==> config.mk <==
export PLATFORM = sky130hd
export DESIGN_NAME = ctrl_mem_arb_flat
export DESIGN_NICKNAME = d
export VERILOG_FILES = /design/src/rtl/ctrl_mem_arb_if.sv /design/src/rtl/ctrl_mem_arb.sv /design/src/flat_wrapper.sv
export SDC_FILE = /design/constraint.sdc
export NUM_CORES = 1
export LEC_CHECK = 0
export ABC_CLOCK_PERIOD_IN_PS = 3600
export CAP_MARGIN = 25
export CELL_PAD_IN_SITES_DETAIL_PLACEMENT = 1
export CELL_PAD_IN_SITES_GLOBAL_PLACEMENT = 1
export CORE_ASPECT_RATIO = 1.5
export CORE_MARGIN = 8
export CORE_UTILIZATION = 39
export DETAILED_ROUTE_END_ITERATION = 6
export PLACE_DENSITY_LB_ADDON = 0.3
export SLEW_MARGIN = 20
export SYNTH_ARGS = -nofsm -noshare
export SYNTH_HDL_FRONTEND = slang
export SYNTH_SLANG_ARGS = --single-unit
==> constraint.sdc <==
create_clock -name clock -period 3.6 [get_ports clock]
set_input_delay 0.54 -clock clock [delete_from_list [all_inputs] [get_ports clock]]
set_output_delay 0.54 -clock clock [all_outputs]
set_load 0.02 [all_outputs]
==> src/rtl/ctrl_mem_arb_if.sv <==
// Client request/response and byte-wide RAM port bundle for ctrl_mem_arb.
// Latency: none, this is a wiring bundle only.
// Backpressure: clients hold req_valid until resp_done; the RAM port has no stall.
interface ctrl_mem_arb_if #(
  parameter int NUM_CH = 2,
  parameter int ADDR_W = 32
);
  logic [NUM_CH-1:0]        req_valid;
  logic [NUM_CH-1:0]        req_write;
  logic [NUM_CH*ADDR_W-1:0] req_addr;
  logic [NUM_CH*32-1:0]     req_wdata;
  logic [NUM_CH*3-1:0]      req_len;
  logic [NUM_CH-1:0]        req_signed;
  logic [NUM_CH-1:0]        grant;
  logic [NUM_CH-1:0]        resp_done;
  logic [31:0]              resp_data;
  logic                     resp_err;
  logic                     busy;
  logic                     ram_rw;
  logic [ADDR_W-1:0]        ram_addr;
  logic [7:0]               ram_w_data;
  logic [7:0]               ram_r_data;

  // Controller side.
  modport slave (
    input  req_valid, req_write, req_addr, req_wdata, req_len, req_signed, ram_r_data,
    output grant, resp_done, resp_data, resp_err, busy, ram_rw, ram_addr, ram_w_data
  );

  // Clients plus RAM side.
  modport master (
    output req_valid, req_write, req_addr, req_wdata, req_len, req_signed, ram_r_data,
    input  grant, resp_done, resp_data, resp_err, busy, ram_rw, ram_addr, ram_w_data
  );
endinterface

==> src/rtl/ctrl_mem_arb.sv <==
// Arbitrates NUM_CH clients onto one byte-wide sync RAM; 1/2/4-byte reads/writes, reads pipelined.
// Latency: grant edge to done pulse is L+1 cycles (write), L+2 (read), 1 (illegal length).
// Backpressure: requests are held until resp_done; losers wait. CTRL_MEM_RR_EN selects round-robin, else fixed priority.
module ctrl_mem_arb #(
  parameter int NUM_CH = 2,
  parameter int ADDR_W = 32,
  parameter int DATA_W = 32
) (
  input  logic          clock,
  input  logic          reset,
  ctrl_mem_arb_if.slave bus
);
  localparam int IDX_W = (NUM_CH > 1) ? $clog2(NUM_CH) : 1;

  typedef enum logic [1:0] {IDLE, RUN, DONE} state_t;
  state_t state_q, state_d;

  logic [IDX_W-1:0]  win_idx;
  logic              any_req;
  logic [ADDR_W-1:0] win_addr;
  logic [DATA_W-1:0] win_wdata;
  logic [2:0]        win_len;
  logic              win_legal;

  logic [ADDR_W-1:0] base_q;
  logic [DATA_W-1:0] wdata_q;
  logic [DATA_W-1:0] rdata_q;
  logic [DATA_W-1:0] rd_full;
  logic [DATA_W-1:0] rd_ext;
  logic [2:0]        len_q;
  logic [2:0]        cnt_q;
  logic              sgn_q;
  logic              wr_q;
  logic              run_last;
  logic [1:0]        wr_byte;
  logic [1:0]        rd_byte;

  logic [NUM_CH-1:0] grant_q;
  logic [NUM_CH-1:0] done_q;
  logic [DATA_W-1:0] resp_data_q;
  logic              err_q;
  logic              ram_rw_q;
  logic [ADDR_W-1:0] ram_addr_q;
  logic [7:0]        ram_w_data_q;

`ifdef CTRL_MEM_RR_EN
  logic [IDX_W-1:0] last_q;
  logic [IDX_W-1:0] rr_idx;

  // Round-robin pick: nearest requester after the previous winner, wrapping.
  always_comb begin
    win_idx = last_q;
    rr_idx  = '0;
    for (int i = NUM_CH; i >= 1; i--) begin
      rr_idx = IDX_W'((int'(last_q) + i) % NUM_CH);
      if (bus.req_valid[rr_idx]) win_idx = rr_idx;
    end
  end

  // Remember every winner, error grants included.
  always_ff @(posedge clock or negedge reset) begin
    if (!reset) last_q <= IDX_W'(NUM_CH - 1);
    else if (state_q == IDLE && any_req) last_q <= win_idx;
  end
`else
  // Fixed priority pick: lowest requesting index wins.
  always_comb begin
    win_idx = '0;
    for (int i = NUM_CH - 1; i >= 0; i--) begin
      if (bus.req_valid[i]) win_idx = IDX_W'(i);
    end
  end
`endif

  assign any_req   = |bus.req_valid;
  assign win_addr  = bus.req_addr[int'(win_idx)*ADDR_W +: ADDR_W];
  assign win_wdata = bus.req_wdata[int'(win_idx)*DATA_W +: DATA_W];
  assign win_len   = bus.req_len[int'(win_idx)*3 +: 3];
  assign win_legal = (win_len == 3'd1) || (win_len == 3'd2) || (win_len == 3'd4);

  // Writes end on the edge after the last byte issue; reads one edge later to catch the last byte.
  assign run_last = wr_q ? (cnt_q == len_q) : (cnt_q == len_q + 3'd1);
  assign wr_byte  = cnt_q[1:0];
  assign rd_byte  = cnt_q[1:0] - 2'd2;

  // Merge the live RAM byte as the top byte, then sign/zero extend by length.
  always_comb begin
    rd_full = rdata_q;
    case (len_q)
      3'd1:    rd_full[7:0]   = bus.ram_r_data;
      3'd2:    rd_full[15:8]  = bus.ram_r_data;
      default: rd_full[31:24] = bus.ram_r_data;
    endcase
    case (len_q)
      3'd1:    rd_ext = {{24{sgn_q & rd_full[7]}}, rd_full[7:0]};
      3'd2:    rd_ext = {{16{sgn_q & rd_full[15]}}, rd_full[15:0]};
      default: rd_ext = rd_full;
    endcase
  end

  // State register.
  always_ff @(posedge clock or negedge reset) begin
    if (!reset) state_q <= IDLE;
    else        state_q <= state_d;
  end

  // Next-state: illegal lengths skip RUN and complete straight away.
  always_comb begin
    state_d = state_q;
    case (state_q)
      IDLE:    if (any_req) state_d = win_legal ? RUN : DONE;
      RUN:     if (run_last) state_d = DONE;
      DONE:    state_d = IDLE;
      default: state_d = IDLE;
    endcase
  end

  // Latch the winner, drive the RAM port byte by byte, collect read bytes, pulse completion.
  always_ff @(posedge clock or negedge reset) begin
    if (!reset) begin
      grant_q      <= '0;
      done_q       <= '0;
      err_q        <= 1'b0;
      resp_data_q  <= '0;
      ram_rw_q     <= 1'b0;
      ram_addr_q   <= '0;
      ram_w_data_q <= '0;
      base_q       <= '0;
      wdata_q      <= '0;
      rdata_q      <= '0;
      len_q        <= '0;
      cnt_q        <= '0;
      sgn_q        <= 1'b0;
      wr_q         <= 1'b0;
    end else begin
      done_q <= '0;
      err_q  <= 1'b0;
      case (state_q)
        IDLE: begin
          if (any_req) begin
            grant_q <= NUM_CH'(1) << win_idx;
            base_q  <= win_addr;
            wdata_q <= win_wdata;
            len_q   <= win_len;
            sgn_q   <= bus.req_signed[win_idx];
            wr_q    <= bus.req_write[win_idx];
            rdata_q <= '0;
            cnt_q   <= 3'd1;
            if (win_legal) begin
              ram_rw_q     <= bus.req_write[win_idx];
              ram_addr_q   <= win_addr;
              ram_w_data_q <= win_wdata[7:0];
            end else begin
              done_q      <= NUM_CH'(1) << win_idx;
              err_q       <= 1'b1;
              resp_data_q <= '0;
            end
          end
        end
        RUN: begin
          cnt_q <= cnt_q + 3'd1;
          if (cnt_q < len_q) begin
            ram_rw_q     <= wr_q;
            ram_addr_q   <= base_q + ADDR_W'(cnt_q);
            ram_w_data_q <= wdata_q[{wr_byte, 3'b000} +: 8];
          end else begin
            ram_rw_q <= 1'b0;
          end
          if (!wr_q && !run_last && cnt_q >= 3'd2) rdata_q[{rd_byte, 3'b000} +: 8] <= bus.ram_r_data;
          if (run_last) begin
            done_q      <= grant_q;
            resp_data_q <= wr_q ? '0 : rd_ext;
          end
        end
        DONE: begin
          grant_q  <= '0;
          ram_rw_q <= 1'b0;
          cnt_q    <= '0;
        end
        default: begin
          grant_q  <= '0;
          ram_rw_q <= 1'b0;
        end
      endcase
    end
  end

  assign bus.grant      = grant_q;
  assign bus.resp_done  = done_q;
  assign bus.resp_err   = err_q;
  assign bus.resp_data  = resp_data_q;
  assign bus.busy       = (state_q != IDLE);
  assign bus.ram_rw     = ram_rw_q;
  assign bus.ram_addr   = ram_addr_q;
  assign bus.ram_w_data = ram_w_data_q;
endmodule

==> src/flat_wrapper.sv <==
// flat-port wrapper written by rule: the top's interface ports become plain ports
module ctrl_mem_arb_flat 
#(
  parameter int NUM_CH = 2,
  parameter int ADDR_W = 32,
  parameter int DATA_W = 32
)
  (clock, reset, bus_req_valid, bus_req_write, bus_req_addr, bus_req_wdata, bus_req_len, bus_req_signed, bus_ram_r_data, bus_grant, bus_resp_done, bus_resp_data, bus_resp_err, bus_busy, bus_ram_rw, bus_ram_addr, bus_ram_w_data);
  ctrl_mem_arb_if #(.NUM_CH(NUM_CH), .ADDR_W(ADDR_W)) bus_i ();
  input  logic clock;
  input  logic reset;
  input wire logic [$bits(bus_i.req_valid)-1:0] bus_req_valid;
  input wire logic [$bits(bus_i.req_write)-1:0] bus_req_write;
  input wire logic [$bits(bus_i.req_addr)-1:0] bus_req_addr;
  input wire logic [$bits(bus_i.req_wdata)-1:0] bus_req_wdata;
  input wire logic [$bits(bus_i.req_len)-1:0] bus_req_len;
  input wire logic [$bits(bus_i.req_signed)-1:0] bus_req_signed;
  input wire logic [$bits(bus_i.ram_r_data)-1:0] bus_ram_r_data;
  output wire logic [$bits(bus_i.grant)-1:0] bus_grant;
  output wire logic [$bits(bus_i.resp_done)-1:0] bus_resp_done;
  output wire logic [$bits(bus_i.resp_data)-1:0] bus_resp_data;
  output wire logic [$bits(bus_i.resp_err)-1:0] bus_resp_err;
  output wire logic [$bits(bus_i.busy)-1:0] bus_busy;
  output wire logic [$bits(bus_i.ram_rw)-1:0] bus_ram_rw;
  output wire logic [$bits(bus_i.ram_addr)-1:0] bus_ram_addr;
  output wire logic [$bits(bus_i.ram_w_data)-1:0] bus_ram_w_data;
  assign bus_i.req_valid = bus_req_valid;
  assign bus_i.req_write = bus_req_write;
  assign bus_i.req_addr = bus_req_addr;
  assign bus_i.req_wdata = bus_req_wdata;
  assign bus_i.req_len = bus_req_len;
  assign bus_i.req_signed = bus_req_signed;
  assign bus_i.ram_r_data = bus_ram_r_data;
  assign bus_grant = bus_i.grant;
  assign bus_resp_done = bus_i.resp_done;
  assign bus_resp_data = bus_i.resp_data;
  assign bus_resp_err = bus_i.resp_err;
  assign bus_busy = bus_i.busy;
  assign bus_ram_rw = bus_i.ram_rw;
  assign bus_ram_addr = bus_i.ram_addr;
  assign bus_ram_w_data = bus_i.ram_w_data;
  ctrl_mem_arb #(.NUM_CH(NUM_CH), .ADDR_W(ADDR_W), .DATA_W(DATA_W)) u_core (.clock(clock), .reset(reset), .bus(bus_i));
endmodule
==> run metrics <==
outcome=complete, no violations; Cell Chain, Critical Path=inv_1 > ha_1 > inv_1 > clkdlybuf4s50_1; Worst Setup End Kind=output pin; CP startpoint kind=flop; # fillers=2731; Die Y=208.5 um; post-route ant nets=0; Critical R2R Capture=u_core.bus.ram_w_data[7]; Max VDD drop=0.6054 mV; Die X=144.4 um; Net Count, Synth=1097; Post-Syn Area=0.009638 sq mm; Hold Crit Class=in2async; core area=0.02435 sq mm; cts bufs inserted=17; delay-heaviest family, CP=buffers and inverters; final setup vio count=0; fmax=352.3 MHz; Sequential Area=0.004404 sq mm; CTS tree=done; initial antenna violation count=3; RSZ-0062 raised after global routing=no; First-pass DRT Iterations=4; htree depth=4; max_slew headroom=37.08%; first-pass GRT wire length=49.09 mm; Global Route Usage Sum=20.72%; Pwr per Cell Area=766.9 mW/mm^2; Root Driver=clkbuf_16; critical path required time=3.06 ns; Final GP Congestion=0.8057; Yosys reg bits=176; Worst-Margin Slew=0.9376 ns; multi-input logic area=0.004893 sq mm; P&R area growth vs syn=33.27%; I/O Pins=229; sequential fraction of the synthesis area=45.70%; Netlist cell types=59; Pleak=5.568 nW; via count=8094; drt via density=5.491; CP Max Fanout=11; PostCTS Resize Cnt=0; Setup Skew=0.01214 ns; post-DP HPWL=22.88 mm; Max Root-Sink Buffers=2; Initial Utilization=39.58%; CP max stage delay=0.63 ns; CTS sink cnt=176; Post-Syn Instances=930; drt wl/cell=20.59 um; Final Critical Period=2.838 ns; Max-Cap Viols=0; nets=1302; Worst-path clk slew=0.07 ns; vias in the first global route=9118; Fin. Hold Viols=0; Crit Path Category=reg2out; Worst Path Arrival=2.30 ns; final wirelength=30.34 mm; number of synthesized flops with an enable pin=0; site row count=70; r2r setup slk=0.80 ns; worst path bufs/invs=3; Die Footprint=0.03010 sq mm; fin util=52.75%; Hold-fix buffers, CTS=0; CP max-delay cell=clkdlybuf4s50_1; layout cells sized above 1=10.19%; Synth async-reset ratio=100.0%; Yosys Warn Count=0; initial DRC count=313; ys flop type=dfrtp_1; final worst path period share=78.84%; Clock Latency Late Sink=0.44 ns; CP most frequent cell=inv_1; DR DRC count=0; R2R cell count=8; setup TNS=0 ns; Post-CTS Setup Bufs=0; synthesized area per cell=10.36 sq um; largest net degree at the start of global routing=80; final slew viol count=0; IO buf count=228; GR Overflow Total=0; RR Startpoint=u_core.state_q[1]
-- power by group --
| group | total, W | internal [W] | switching (W) |
|---|---|---|---|
| clock network | 0.00188 | 0.00104 | 0.000837 |
| logic | 0.00469 | 0.00203 | 0.00266 |
| registers | 0.00328 | 0.00269 | 0.000595 |
-- how the worst max path moves through the flow --
stage	start	cells after the start	slack (ns)	endpoint
2_1_floorplan	u_core.cnt_q[1]	9	0.81	u_core.bus.ram_addr[30]
3_3_place_gp	bus_req_valid[1]	7	0.65	u_core.bus.ram_addr[13]
3_5_place_dp	bus_req_valid[1]	7	0.56	u_core.bus.ram_addr[17]
4_1_cts	u_core.base_q[0]	8	0.71	u_core.bus.ram_addr[30]
5_1_grt	u_core.state_q[1]	8	0.58	u_core.bus.ram_w_data[7]
6_report	u_core.state_q[1]	4	0.76	bus_busy
-- cell usage in the layout (no fill, tap or decap), types with 8 or more instances in the layout --
master,synthesis,routed
clkdlybuf4s50_1,0,227
dfrtp_1,176,176
nand2_1,135,135
o21ai_0,87,87
mux2i_1,66,66
a21oi_1,46,46
mux2_1,39,39
nor2_1,38,38
mux2_4,29,29
inv_1,24,24
a22o_1,24,24
clkbuf_16,0,17
mux2_2,16,16
ha_1,16,15
buf_4,2,14
nand3_1,13,13
nor4_1,9,9
a31oi_1,9,9
nand4_1,8,8
nand2b_1,9,8
mux4_2,8,8
-- cell type report --
cell class                 instances  area share, %
tap                              324          3.156
sequential                       176          34.29
clock inverter                    13          1.198
antenna                            2        0.03896
multi-input combinational        669          38.10
timing repair buffer             246          19.12
inverter                          25         0.7306
clock buffer                      19          3.370
-- worst register-to-register path, delay by kind of cell, from the launching register on --
family,cells,cell delay [ns]
buf+inv,3,0.79
fa+ha+maj,1,0.46
flops,1,0.43
mux,1,0.39
simple gates,2,0.38
compound gates,1,0.23
-- routing by layer --
| layer | global-route usage [%] | vias to the layer above | routed length [um] |
|---|---|---|---|
| li1 | - | 3767 | - |
| met1 | 23.04 | 4082 | 11830 |
| met2 | 37.04 | 195 | 16290 |
| met3 | 4.630 | 48 | 1396 |
| met4 | 8.213 | 2 | 812 |
| met5 | 0 | - | 13 |
-- sequential cells by signal, indices dropped and copies added (netlist names) --
name                   cells
u_core.base_q             32
u_core.bus.ram_addr       32
u_core.bus.resp_data      32
u_core.wdata_q            32
u_core.rdata_q            24
u_core.bus.ram_w_data      8
u_core.cnt_q               3
u_core.len_q               3
u_core.bus.grant           2
u_core.bus.resp_done       2
u_core.state_q             2
u_core.bus.ram_rw          1
u_core.bus.resp_err        1
u_core.sgn_q               1
u_core.wr_q                1
-- cell usage after synthesis (all sizes together) (6+ instances only) --
master   count  area [sq um]
nand4        8         50.05
dfrtp      176          4404
nand2      135         506.7
clkbuf      39         146.4
o2bb2ai      7         61.31
nand3       13         65.06
mux2        84          1055
mux2i       66         660.6
or3          7         43.79
ha          16         200.2
a221oi       8         76.32
a22o        24         210.2
a31oi        9         56.30
a21o         6         52.55
buf         21         128.9
mux4         8         180.2
inv         25         93.84
nor2b        6         37.54
nor2        38         142.6
nor3         7         50.05
xor2         6         52.55
nand2b       9         56.30
and3         7         43.79
nor4         9         56.30
xnor2        6         52.55
o21ai       95         475.5
a21oi       46         230.2
-- through the flow --
stage / instances / area (sq um) / hold WS [ns] / setup WS (ns) / power [W]
3_3_place_gp: 1439 / 12250 / 0.4560 / 0.6487 / 0.007821
6_report: 1474 / 12840 / 0.05048 / 0.7618 / 0.009850
3_5_place_dp: 1439 / 12250 / 0.4738 / 0.5556 / 0.008017
4_1_cts: 1471 / 12830 / 0.06901 / 0.7112 / 0.009940
5_1_grt: 1473 / 12840 / 0.09049 / 0.5779 / 0.01048
2_1_floorplan: 930 / 9638 / 0.2444 / 0.8121 / 0.006219
-- cells by family (layout without fill, tap and decap cells) --
logic type               count (synthesis)  in the layout  share of synthesized area (%)
AND/OR/NAND/NOR                        254            254                          12.11
flip-flops                             176            176                          45.70
multiplexers                           158            158                          19.67
buffers and inverters                   85            303                          3.830
XOR/XNOR                                13             13                          1.337
AO/OA/AOI/OAI                          227            227                          15.07
other                                    0              2                              0
adder cells (fa/ha/maj)                 17             17                          2.285
Power figures use the tool's default switching activity.
